===== config.mk =====
export PLATFORM = sky130hd
export DESIGN_NAME = maxpool_relu_stream
export DESIGN_NICKNAME = d
export VERILOG_FILES = /design/src/rtl/maxpool_relu_stream.sv
export SDC_FILE = /design/constraint.sdc
export NUM_CORES = 1
export LEC_CHECK = 0
export ABC_AREA = 0
export CELL_PAD_IN_SITES_DETAIL_PLACEMENT = 0
export CELL_PAD_IN_SITES_GLOBAL_PLACEMENT = 1
export CORE_AREA = 2 2 224 226
export DETAILED_ROUTE_END_ITERATION = 7
export DIE_AREA = 0 0 226 228
export HOLD_SLACK_MARGIN = 0.15
export PLACE_DENSITY = 0.86
export RECOVER_POWER = 50
export SLEW_MARGIN = 25
export SYNTH_ARGS = -nofsm -noshare
export SYNTH_HDL_FRONTEND = slang
export SYNTH_SLANG_ARGS = --single-unit
export TNS_END_PERCENT = 50

===== constraint.sdc =====
create_clock -name clk -period 4.05 [get_ports clk]
set_input_delay 0.81 -clock clk [delete_from_list [all_inputs] [get_ports clk]]
set_output_delay 0.81 -clock clk [all_outputs]
set_load 0.03 [all_outputs]

===== src/rtl/maxpool_relu_stream.sv =====
// rtl/maxpool_relu_stream.sv - streaming 2x2/stride-2 signed max-pool with optional ReLU
// Build option: define MAXPOOL_RELU_EN to clamp negative pooled samples to zero.
module maxpool_relu_stream #(
   parameter int CONV_BIT = 12,
   parameter int CH       = 3,
   parameter int IMG_W    = 24,
   parameter int IMG_H    = 24
) (
   input  logic                   clk,
   input  logic                   rst_n,
   input  logic                   valid_in,
   input  logic [CH*CONV_BIT-1:0] data_in,
   output logic [CH*CONV_BIT-1:0] data_out,
   output logic                   valid_out,
   output logic                   frame_done
);

   localparam int DW      = CH * CONV_BIT;
   localparam int CW      = $clog2(IMG_W);
   localparam int RW      = $clog2(IMG_H);
   localparam int PW      = IMG_W / 2;
   localparam int AW      = (PW > 1) ? $clog2(PW) : 1;
   localparam int LAST_PR = 2 * (IMG_H / 2) - 1;
   localparam int LAST_PC = 2 * (IMG_W / 2) - 1;
   localparam bit W_ODD   = (IMG_W % 2) == 1;

   logic [CW-1:0] col_q, col_d;
   logic [RW-1:0] row_q, row_d;
   logic [DW-1:0] hold_q, hold_d;
   logic [DW-1:0] data_out_q, data_out_d;
   logic          valid_out_q, valid_out_d;
   logic          frame_done_q, frame_done_d;

   // Line buffer holds one horizontal maximum per column pair of the last even row.
   logic [DW-1:0] lb_mem [PW];
   logic [AW-1:0] lb_addr;
   logic [DW-1:0] lb_rd;
   logic          lb_we;

   logic [DW-1:0] hmax_w;
   logic [DW-1:0] pool_w;
   logic signed [CONV_BIT-1:0] hold_s, in_s, h_s, lb_s, p_s;

   logic col_last, row_last, col_unpaired;

   assign lb_addr      = AW'(col_q >> 1);
   assign lb_rd        = lb_mem[lb_addr];
   assign col_last     = (col_q == CW'(IMG_W - 1));
   assign row_last     = (row_q == RW'(IMG_H - 1));
   // The trailing column of an odd-width frame has no partner and is dropped.
   assign col_unpaired = W_ODD && col_last;

   // Per-channel horizontal max, vertical max against the line buffer, then optional ReLU.
   always_comb begin
      hmax_w = '0;
      pool_w = '0;
      hold_s = '0;
      in_s   = '0;
      h_s    = '0;
      lb_s   = '0;
      p_s    = '0;
      for (int c = 0; c < CH; c++) begin
         hold_s = $signed(hold_q[c*CONV_BIT +: CONV_BIT]);
         in_s   = $signed(data_in[c*CONV_BIT +: CONV_BIT]);
         h_s    = (hold_s > in_s) ? hold_s : in_s;
         lb_s   = $signed(lb_rd[c*CONV_BIT +: CONV_BIT]);
         p_s    = (lb_s > h_s) ? lb_s : h_s;
`ifdef MAXPOOL_RELU_EN
         if (p_s[CONV_BIT-1]) begin
            p_s = '0;
         end
`endif
         hmax_w[c*CONV_BIT +: CONV_BIT] = h_s;
         pool_w[c*CONV_BIT +: CONV_BIT] = p_s;
      end
   end

   // Raster counters, hold capture, line-buffer write enable and output staging.
   always_comb begin
      col_d        = col_q;
      row_d        = row_q;
      hold_d       = hold_q;
      data_out_d   = data_out_q;
      valid_out_d  = 1'b0;
      frame_done_d = 1'b0;
      lb_we        = 1'b0;
      if (valid_in) begin
         if (col_last) begin
            col_d = '0;
            row_d = row_last ? '0 : row_q + 1'b1;
         end else begin
            col_d = col_q + 1'b1;
         end
         if (!col_unpaired) begin
            if (!col_q[0]) begin
               hold_d = data_in;
            end else if (!row_q[0]) begin
               lb_we = 1'b1;
            end else begin
               data_out_d   = pool_w;
               valid_out_d  = 1'b1;
               frame_done_d = (row_q == RW'(LAST_PR)) && (col_q == CW'(LAST_PC));
            end
         end
      end
   end

   // State and output registers with asynchronous reset.
   always_ff @(posedge clk or negedge rst_n) begin
      if (!rst_n) begin
         col_q        <= '0;
         row_q        <= '0;
         hold_q       <= '0;
         data_out_q   <= '0;
         valid_out_q  <= 1'b0;
         frame_done_q <= 1'b0;
      end else begin
         col_q        <= col_d;
         row_q        <= row_d;
         hold_q       <= hold_d;
         data_out_q   <= data_out_d;
         valid_out_q  <= valid_out_d;
         frame_done_q <= frame_done_d;
      end
   end

   // Line-buffer storage is never reset; every entry is written on an even row before use.
   always_ff @(posedge clk) begin
      if (lb_we) begin
         lb_mem[lb_addr] <= hmax_w;
      end
   end

   assign data_out   = data_out_q;
   assign valid_out  = valid_out_q;
   assign frame_done = frame_done_q;

endmodule


# == After elaboration in Yosys (flattened, before gate mapping) ==
# Memories as Yosys holds them, arrays and structs flattened.
# Index checks and enable logic that the tools add are counted.
# word_totals
register_bits,84
ram_bits,432
in_bits,39
word_cells,41
n_memories,1
# memory_table
memory,depth,width,rd,rd_ports_with_merged_regs,wr,line_no,text
lb_mem,12,36,1,0,1,35,logic [DW-1:0] lb_mem [PW];
# op_classes
n_addsub,2
order_cmp,6
eq_ne,2
n_mux,19
bitwise,1
n_reduce_logical,4
# ops
cell,n
greater-than comparator 12 bit,6
two-way mux 12 bit,6
two-way mux 1 bit,11
"adder 5 x 1 -> 5 bit, second input constant",2
"== test 5 bit, second input constant",2
two-way mux 5 bit,2
AND reduction 2 bit,2
AND reduction 3 bit,1
logical AND 1 bit,1
inverter 1 bit,1

# == Logic depth before layout (Yosys ltp) ==
# logic_depth
word_depth,5
ltp_mapped,19
depth_no_buf,17

# == Worst setup path before layout ==
# Ideal clock, no wire load.
# synth_timing
kind,input port to flip-flop
from,input valid_in
to,memory lb_mem[0][0] (netlist bit) (enable)
arrival_time_ps,3919
required_time_ps,3576
slack_ps,-343
path_stages,5
path_buffers,1
path_cell_list,clkbuf_1 -> nand2_1 -> nor3_1 -> nand2b_1 -> nor3_1
# synth_between
elab_chain_len,3
# synth_rtl
item,line_no,text
from (decl),11,"input logic valid_in,"
two-way mux 1 bit,87,if (valid_in) begin
two-way mux 1 bit,129,if (lb_we) begin
two-way mux 1 bit (not written as such),130,lb_mem[lb_addr] <= hmax_w;
to (decl),35,
# No other way between the ends.

# == Worst setup path after layout ==
# layout_timing
from,input data_in[1]
to,register data_out_q[0] (netlist: data_out[0])
# layout_between
elab_chain_len,4
# layout_rtl
item,line_no,text
from (decl),12,"input logic [CH*CONV_BIT-1:0] data_in,"
greater-than comparator 12 bit,65,h_s = (hold_s > in_s) ? hold_s : in_s;
two-way mux 12 bit (*),65,
greater-than comparator 12 bit,67,p_s = (lb_s > h_s) ? lb_s : h_s;
two-way mux 12 bit (*),67,
to (signal assigned),121,data_out_q <= data_out_d;
to (decl),30,"logic [DW-1:0] data_out_q, data_out_d;"
# Mark *: on every way between the ends. The rest lies on a longest branch, timed or not.
# A chain may end at the register's enable or synchronous reset.

==> impl_metrics.toml <==
[cells_and_area]
area_growth_pct = 23.9
final_common_cell = "edfxtp_1"
antenna-diode-count = 0
drive_gt1_share_pct = 29.5
finalInstanceArea_mm2 = 0.0284
layout_common_cells = "edfxtp_1, buf_4, nand2_1, mux4_2, dfrtp_1"
num-fill-cells = 3653
multi_input_area_mm2 = 0.00791
fin_nets = 1896
seq_area_mm2 = 0.0151

[cts]
cts_made_buffers = 48
cts-hold-fix-buffers = 0
cts.clk_slew.worst_paths_ns = 0.06
cts_buffer_depth = 3
cts.sinks = 516
cts_root_buf = "clkbuf_16"
cts_tree = "done"
insertion_delay_ns = 0.60
h-tree-depth = 2

[grt]
track_usage_pct = 21.6
grt_first_pass_wirelength_um = 84600
antenna_found_initial = 0
grt_overflow = 0
grt_max_degree = 50
grt_pass1_vias = 14654

[setup_path]
critPathCaptureType = "flip-flop"
required_ns = 4.56
cp_max_fo = 8
start_kind = "input pin"
path_class = "in2reg"
critPathArrivalTime_ns = 4.44

[detailed_routing]
drc = 0
firstDrtPassIters = 5
vias = 14251
route.antenna.remaining_nets = 0
routedWlPerCell_um = 22.4
vias_per_cell = 5.71
first_iter_violations = 1549
drt-total-wl_um = 55800

[yosys]
ys.flop_type = "edfxtp_1"
syn_inst = 1500
syn_nets = 1613
async_reset_ff_share_pct = 16.3
muxShareOfSynthArea_pct = 13.1
ys.warnings.count = 0
synth_edf_count = 432
synth_top_family_by_area = "multiplexers"
synth_seq_area_share_pct = 65.8
synth_compound_area_share_pct = 6.69
synth-simple-area-share_pct = 7.67
synth_area_per_cell_um2 = 15.3
synth_area_mm2 = 0.0229
synth_seq_cells = 516
synth-xor-area-share_pct = 0.0764
synth_adder_area_share_pct = 4.04
synth.distinct_cells = 59

[sta]
slew-limit-headroom_pct = -50.5
max_freq_ghz = 0.255
worst_pin_slew_ns = 2.26
drv_slew = 209
fin_tns_setup_ns = 0
setup_slack_ns = 0.124
finalWorstPathRequiredPeriod_ns = 3.93
hold_slack_ns = 0.498
fin_crit_sh_pct = 96.9
finalSetupViolCount = 0
grt_setup_unrepaired = "true"
finalHoldViolations = 0
clock-skew-final_ns = 0.0203

[die]
io_pins = 77
core-area_mm2 = 0.0493
rows = 82
die_y_um = 228
dieArea_mm2 = 0.0515
die_w_um = 226
start_util_pct = 46.4

[pwr]
power.leakage_nw = 10.6
ir_drop_v = 0.000363
power_density_mw_per_mm2 = 710

[min_path]
hold_class = "reg2reg"

[flow_run]
cap_violations = 8

[place]
dp_slack_ns = -0.928
placement.io_buffers = 76
dp_hpwl_um = 34300
place_congestion = 0.882
dpl_cell_area_mm2 = 0.0260

[status]
violations = "capacitance limit, slew limit"
status = "finished with violations"
[critical path, cell delays in order]
cell and delay (ns):
clkdlybuf4s50_1 0.48, inv_1 0.06, ha_1 0.29, nor2b_2 0.16
o21ai_2 0.16, o2bb2ai_2 0.16, nand3_1 0.14, buf_6 0.16
a221o_1 0.35, nor3_2 0.17, ha_1 0.29, a211oi_2 0.19
o21bai_1 0.11, a21oi_2 0.15, o221ai_2 0.11, o211a_1 0.18
a311o_1 0.33, a21oi_1 0.13
[metrics by stage]
stage	cells	util [%]	power, mW
6_report	2494	57.5	20.2
2_1_floorplan	1500	-	11.9
5_1_grt	2494	57.5	21.2
3_3_place_gp	2372	52.7	14.5
4_1_cts	2481	56.8	19.8
3_5_place_dp	2372	52.7	14.7
[area by class of cell]
| cell class | count | area share (%) |
|---|---|---|
| Sequential cell | 516 | 53.1 |
| Clock buffer | 58 | 4.44 |
| Timing Repair inverter | 1 | 0.0264 |
| Tap cell | 672 | 2.96 |
| Inverter | 66 | 0.886 |
| Clock inverter | 31 | 1.42 |
| Timing Repair Buffer | 314 | 9.27 |
| Multi-Input combinational cell | 836 | 27.9 |
[timing repair]
item	CTS	global route
endpoints found under the setup margin	31	48
pin swaps	24	51
gates cloned	2	1
buffers inserted	18	12
resized for setup	49	108
[logic make-up after synthesis]
logic type,after synthesis
xor+xnor,2
buf+inv,149
fa+ha+maj,74
simple gates,358
compound gates,238
flops,516
mux,163
[cells in the mapped netlist, drive strengths merged, types with 2 or more instances]
cell type	n	share of area [%]
a211oi	5	0.16
a2bb2oi	2	0.10
nand2b	18	0.49
nand3	28	0.61
nand2	151	2.5
dfrtp	84	9.2
nor2	54	0.88
nand4	13	0.45
o211ai	30	0.98
inv	66	1.1
mux2	10	0.49
clkbuf	50	0.82
mux4	108	11
nor3	31	0.94
buf	33	0.76
edfxtp	432	57
nor2b	8	0.22
a21o	5	0.16
o21ai	81	1.8
a21oi	53	1.2
xnor2	2	0.076
a221o	11	0.48
and3	24	0.66
ha	74	4.0
nor3b	14	0.46
a31o	13	0.50
o31ai	12	0.39
o21a	2	0.066
and2	14	0.38
mux2i	45	2.0
a211o	11	0.42
[layer usage]
layer,wire (um),global-route usage [%]
met1,22400,29.2
met3,5160,4.60
met2,27200,35.4
met5,0,0
met4,1040,6.11
[power by group]
part	total, mW	internal (mW)	switching, mW
registers	7.21	6.76	0.451
clock network	4.75	2.75	2.00
logic	8.20	3.71	4.49
[sequential cells by signal, indices dropped and copies added, names as in the netlist]
name / cells
lb_mem: 432
valid_out: 1
row_q: 5
hold_q: 36
col_q: 5
frame_done: 1
data_out: 36
[worst paths after layout]
check / start / endpoint / slack [ns] / cells past startpoint
max: data_in[1] / data_out[0]$_DFFE_PN0P_ / 0.12 / 18
min: data_out[20]$_DFFE_PN0P_ / data_out[20]$_DFFE_PN0P_ / 0.50 / 2
max reg2reg: hold_q[9]$_DFFE_PN0P_ / lb_mem[4][1]$_DFFE_PP_ / 0.19 / 21
min reg2reg: data_out[20]$_DFFE_PN0P_ / data_out[20]$_DFFE_PN0P_ / 0.50 / 2
max in group asynchronous: rst_n / col_q[2]$_DFFE_PN0P_ / 0.97 / 2
min in group asynchronous: rst_n / hold_q[30]$_DFFE_PN0P_ / 0.89 / 1
Note: power is estimated with default switching activity, not from simulation.
==> RTL change 1: new RTL, same settings <==
`IMG_H`: 24 -> 48.
--- a/src/rtl/maxpool_relu_stream.sv
+++ b/src/rtl/maxpool_relu_stream.sv
@@ -5,5 +5,5 @@
    parameter int CH       = 3,
    parameter int IMG_W    = 24,
-   parameter int IMG_H    = 24
+   parameter int IMG_H    = 48
 ) (
    input  logic                   clk,
Function: no difference found for any inputs over 4 cycles, from zero or initial values and one cycle with rst_n low; that may be too few to reach the edited logic, so the function may still have changed.
==> RTL change 1 against the original RTL <==
The run still ends with max-capacitance violations, max-slew violations left; largest power group unchanged; design area decreased by 1.2%; critical endpoint is now data_out[8]; power up 3.7%; sequential cell count increased by 1; synthesized cell count is 2.7% lower; setup slack got worse by 0.074 ns; combinational power increased by 11%; area after synthesis fell by 0.92%; routed wire length is 2.9% lower.
==> RTL change 1: results <==
{
  "grt_pass1_wl_mm": 81.3,
  "wire_per_inst_um": 22.2,
  "hp-class": "in2async",
  "place_congestion": 0.845,
  "violations": "max-capacitance violations, max-slew violations",
  "synthMuxAreaShare_pct": 13.3,
  "yosysWarnings": 0,
  "wl_met1_mm": 21.9,
  "synthArstFlopShare_pct": 16.4,
  "max-vdd-ir-drop_mv": 0.392,
  "synth_adder_area_share_pct": 4.08,
  "status": "finished, violations left",
  "path_max_fanout": 4,
  "cts_buffers": 50,
  "arrival_ns": 4.50,
  "yosysUniqueCellTypes": 68,
  "ys.flop_type": "edfxtp_1",
  "place_ws_ns": -0.745,
  "synth_fp_nets": 1573,
  "nNetsFinal": 1846,
  "p_leak_nw": 10.4,
  "drt_iter0_drc": 1315,
  "synthXorXnorAreaFrac_pct": 0.193,
  "synthTopCellsByCount": "edfxtp_1, mux4_2, nand2_1",
  "vias": 13800,
  "rr_startpoint": "hold_q[25]",
  "slew_viol_final": 141,
  "skew_ns": 0.0153,
  "rrSetupSlack_ns": 0.28,
  "r2r_end": "data_out[35]",
  "grt_pass1_vias": 14200,
  "grtUsageTotal_pct": 20.8,
  "synthTopCellsByArea": "edfxtp_1, mux4_2, dfrtp_1",
  "nFillCells": 3761,
  "tightestPinTransition_ns": 1.89,
  "drive_above_1_share_pct": 30.1,
  "dr_wl_met2_mm": 27.1,
  "cap_violations": 5,
  "met3_wirelength_mm": 3.67,
  "synth_compound_area_share_pct": 6.76,
  "r2r_cells": 17
}
==> RTL change 1: worst max-delay path by stage <==
stage                startpoint            to  slack (ns)  cells past startpoint
floorplan              valid_in  lb_mem[1][0]       -0.29                      5
global placement    data_in[18]  data_out[14]       -0.68                     19
detailed placement  data_in[23]  data_out[20]       -0.75                     19
CTS                 data_in[21]  data_out[12]       0.008                     20
global route         data_in[1]   data_out[8]       -0.08                     19
finish               data_in[1]   data_out[8]        0.05                     19
==> RTL change 1: worst max-delay path, stage by stage <==
cell and delay (ns):
clkdlybuf4s50_1 0.49, inv_1 0.07, ha_1 0.30, nand3_2 0.09, o221ai_2 0.12, a221o_1 0.41
o21ai_2 0.17, buf_2 0.18, o22a_1 0.18, nand2_2 0.10, ha_4 0.29, nand4_1 0.09
or2_4 0.26, a21o_1 0.18, a41oi_2 0.27, buf_4 0.15, buf_4 0.10, a21oi_1 0.07
a21oi_1 0.16
==> RTL change 1: through the flow <==
step	cell area, um^2	setup TNS (ns)	hold WS [ns]	util (%)	cells
2_1_floorplan	22700	-12.31	0.458	-	1460
3_3_place_gp	25700	-21.60	0.480	52.1	2332
3_5_place_dp	25700	-23.18	0.489	52.1	2332
4_1_cts	27400	0	0.294	55.5	2430
5_1_grt	28100	-0.497	0.348	56.8	2445
6_report	28100	0	0.286	56.8	2445
==> RTL change 1: layout make-up <==
class	count	area, um^2	area share, %
flip-flops and latches	517	15100	53.9
multi-input cells	790	7670	27.4
repair buffers	296	2560	9.14
clock buffers	67	1360	4.83
well taps	672	841	3.00
inverters	78	293	1.04
clock inverters	25	213	0.758
==> RTL change 1: timing repair <==
item | 4_1_cts | 5_1_grt
endpoints found under the setup margin | 24 | 36
cloned | 1 | 4
hold endpoints to repair | 0 | 0
pin swaps | 10 | 53
resized for setup | 20 | 151
buffers inserted | 5 | 11
==> RTL change 1: power breakdown <==
group | leakage [nW] | switching, W | internal [W]
clock | 0.760 | 0.00197 | 0.00255
combinational | 4.68 | 0.00489 | 0.00419
sequential | 4.97 | 0.000439 | 0.00687
total | 10.4 | 0.00730 | 0.0136
==> RTL change 1: cells by family after synthesis <==
| family | after synthesis |
|---|---|
| AOI/OAI and AO/OA | 254 |
| xor gates and xnor gates | 5 |
| adders and majority gates | 74 |
| buffers and inverters | 153 |
| DFF | 517 |
| muxes | 160 |
| and+or+nand+nor | 297 |
==> RTL change 1: routing by layer <==
| layer | up-vias | global-route usage [%] |
|---|---|---|
| met5 | - | 0 |
| met4 | 0 | 6.60 |
| li1 | 6180 | - |
| met1 | 7039 | 27.6 |
| met3 | 94 | 3.59 |
| met2 | 470 | 34.8 |
==> RTL change 2: new RTL, same settings <==
Without the edit above. Make the reset (`rst_n`) synchronous in one clocked block. Comments in the files are not updated.
--- a/src/rtl/maxpool_relu_stream.sv
+++ b/src/rtl/maxpool_relu_stream.sv
@@ -107,5 +107,5 @@
 
    // State and output registers with asynchronous reset.
-   always_ff @(posedge clk or negedge rst_n) begin
+   always_ff @(posedge clk) begin
       if (!rst_n) begin
          col_q        <= '0;
Behaviour: same outputs for any inputs over 4 cycles, from zero or initial values and one cycle with rst_n low; that may be too few to reach the edited logic, so the function may still have changed.
==> RTL change 2 against the original RTL <==
The run still ends with max-capacitance violations, max-slew violations left; synthesized cell count shrank 9.7%; area after synthesis decreased by 4.0%; sequential cell count is 4 higher; hold slack worse by 0.021 ns; design area down 5.1%; non-clock buffer count is 76 lower; fmax shrank 1.6%; setup slack lost 0.065 ns; global-route usage shrank 1.6 points; routed wire length decreased by 6.8%; clock skew down 0.0025 ns; critical path type unchanged.
Power is not compared: it rests on default switching activity, and its combinational part moved more than twofold at a synthesized area within 25%.
==> RTL change 2: results <==
{
  "status": "finished, violations left",
  "relSlewSlack_pct": -26.7,
  "wire_per_inst_um": 22.7,
  "place_congestion": 0.793,
  "yosysUniqueCellTypes": 47,
  "rrSetupSlack_ns": 0.13,
  "firstDrtPassIters": 6,
  "ys_seq_area_share_pct": 67.0,
  "grt_pass1_vias": 13300,
  "hold_end": "hold_q[1]",
  "synthArstFlopShare_pct": 0,
  "cp_slowest_cell": "a2111oi_4",
  "dr_wl_met2_mm": 26.5,
  "synthXorXnorAreaFrac_pct": 0.0796,
  "grt_max_degree": 47,
  "violations": "max-capacitance violations, max-slew violations",
  "synthMuxAreaShare_pct": 15.4,
  "grt.met1_usage_pct": 26.8,
  "hpwlAfterDp_mm": 31.4,
  "dp_cells": 2180,
  "met2_usage_pct": 34.1,
  "synth_adder_area_share_pct": 4.21,
  "skew_ns": 0.0178,
  "grt_use_met3_pct": 2.60,
  "cap_violations": 4,
  "place_ws_ns": -0.989,
  "synth_fp_nets": 1468,
  "slew_viol_final": 123,
  "crit_path_max_incr_delay_ns": 0.41,
  "nNetsFinal": 1696
}
## RTL change 2: worst max path at each step
| stage | startpoint | cells past startpoint | slack, ns | end |
|---|---|---|---|---|
| after floorplan | data_in[5] | 16 | -0.18 | data_out[10] |
| after global placement | data_in[19] | 17 | -0.94 | data_out[21] |
| after detailed placement | data_in[19] | 17 | -0.99 | data_out[17] |
| after CTS | data_in[16] | 18 | 0.002 | data_out[15] |
| after global routing | data_in[35] | 18 | -0.06 | data_out[35] |
| final | data_in[18] | 18 | 0.06 | data_out[23] |
## RTL change 2: area by class of cell
cell class	count	area, um^2
fillers	3745	22400
flip-flops and latches	520	14700
multi-input cells	691	7290
repair buffers	238	2050
clock buffers	60	1290
well taps	672	841
clock inverters	28	435
inverters	84	315
## RTL change 2: timing repair
| item | in CTS | in global routing |
|---|---|---|
| resized for setup | 50 | 79 |
| pin swaps | 18 | 30 |
| setup buffers | 6 | 13 |
| gates cloned | 5 | 1 |
| setup endpoints to repair | 36 | 36 |
## RTL change 2: stage by stage
stage	hold slack (ns)	util, %	total power [W]	setup TNS, ns	area (um^2)
final	0.477	54.6	0.0122	0	27000
after global routing	0.509	54.6	0.0125	-0.769	27000
after CTS	0.479	54.0	0.0121	0	26600
after detailed placement	0.467	49.9	0.00720	-30.51	24600
after global placement	0.458	49.9	0.00716	-27.08	24600
after floorplan	0.449	-	0.00676	-10.85	22000
## RTL change 2: cell families (layout without fill, tap and decap cells)
family / after synthesis / in the layout
flops: 520 / 520
fa+ha+maj: 74 / 74
mux: 182 / 182
simple gates: 211 / 211
compound gates: 219 / 222
xor+xnor: 2 / 2
buf+inv: 147 / 410
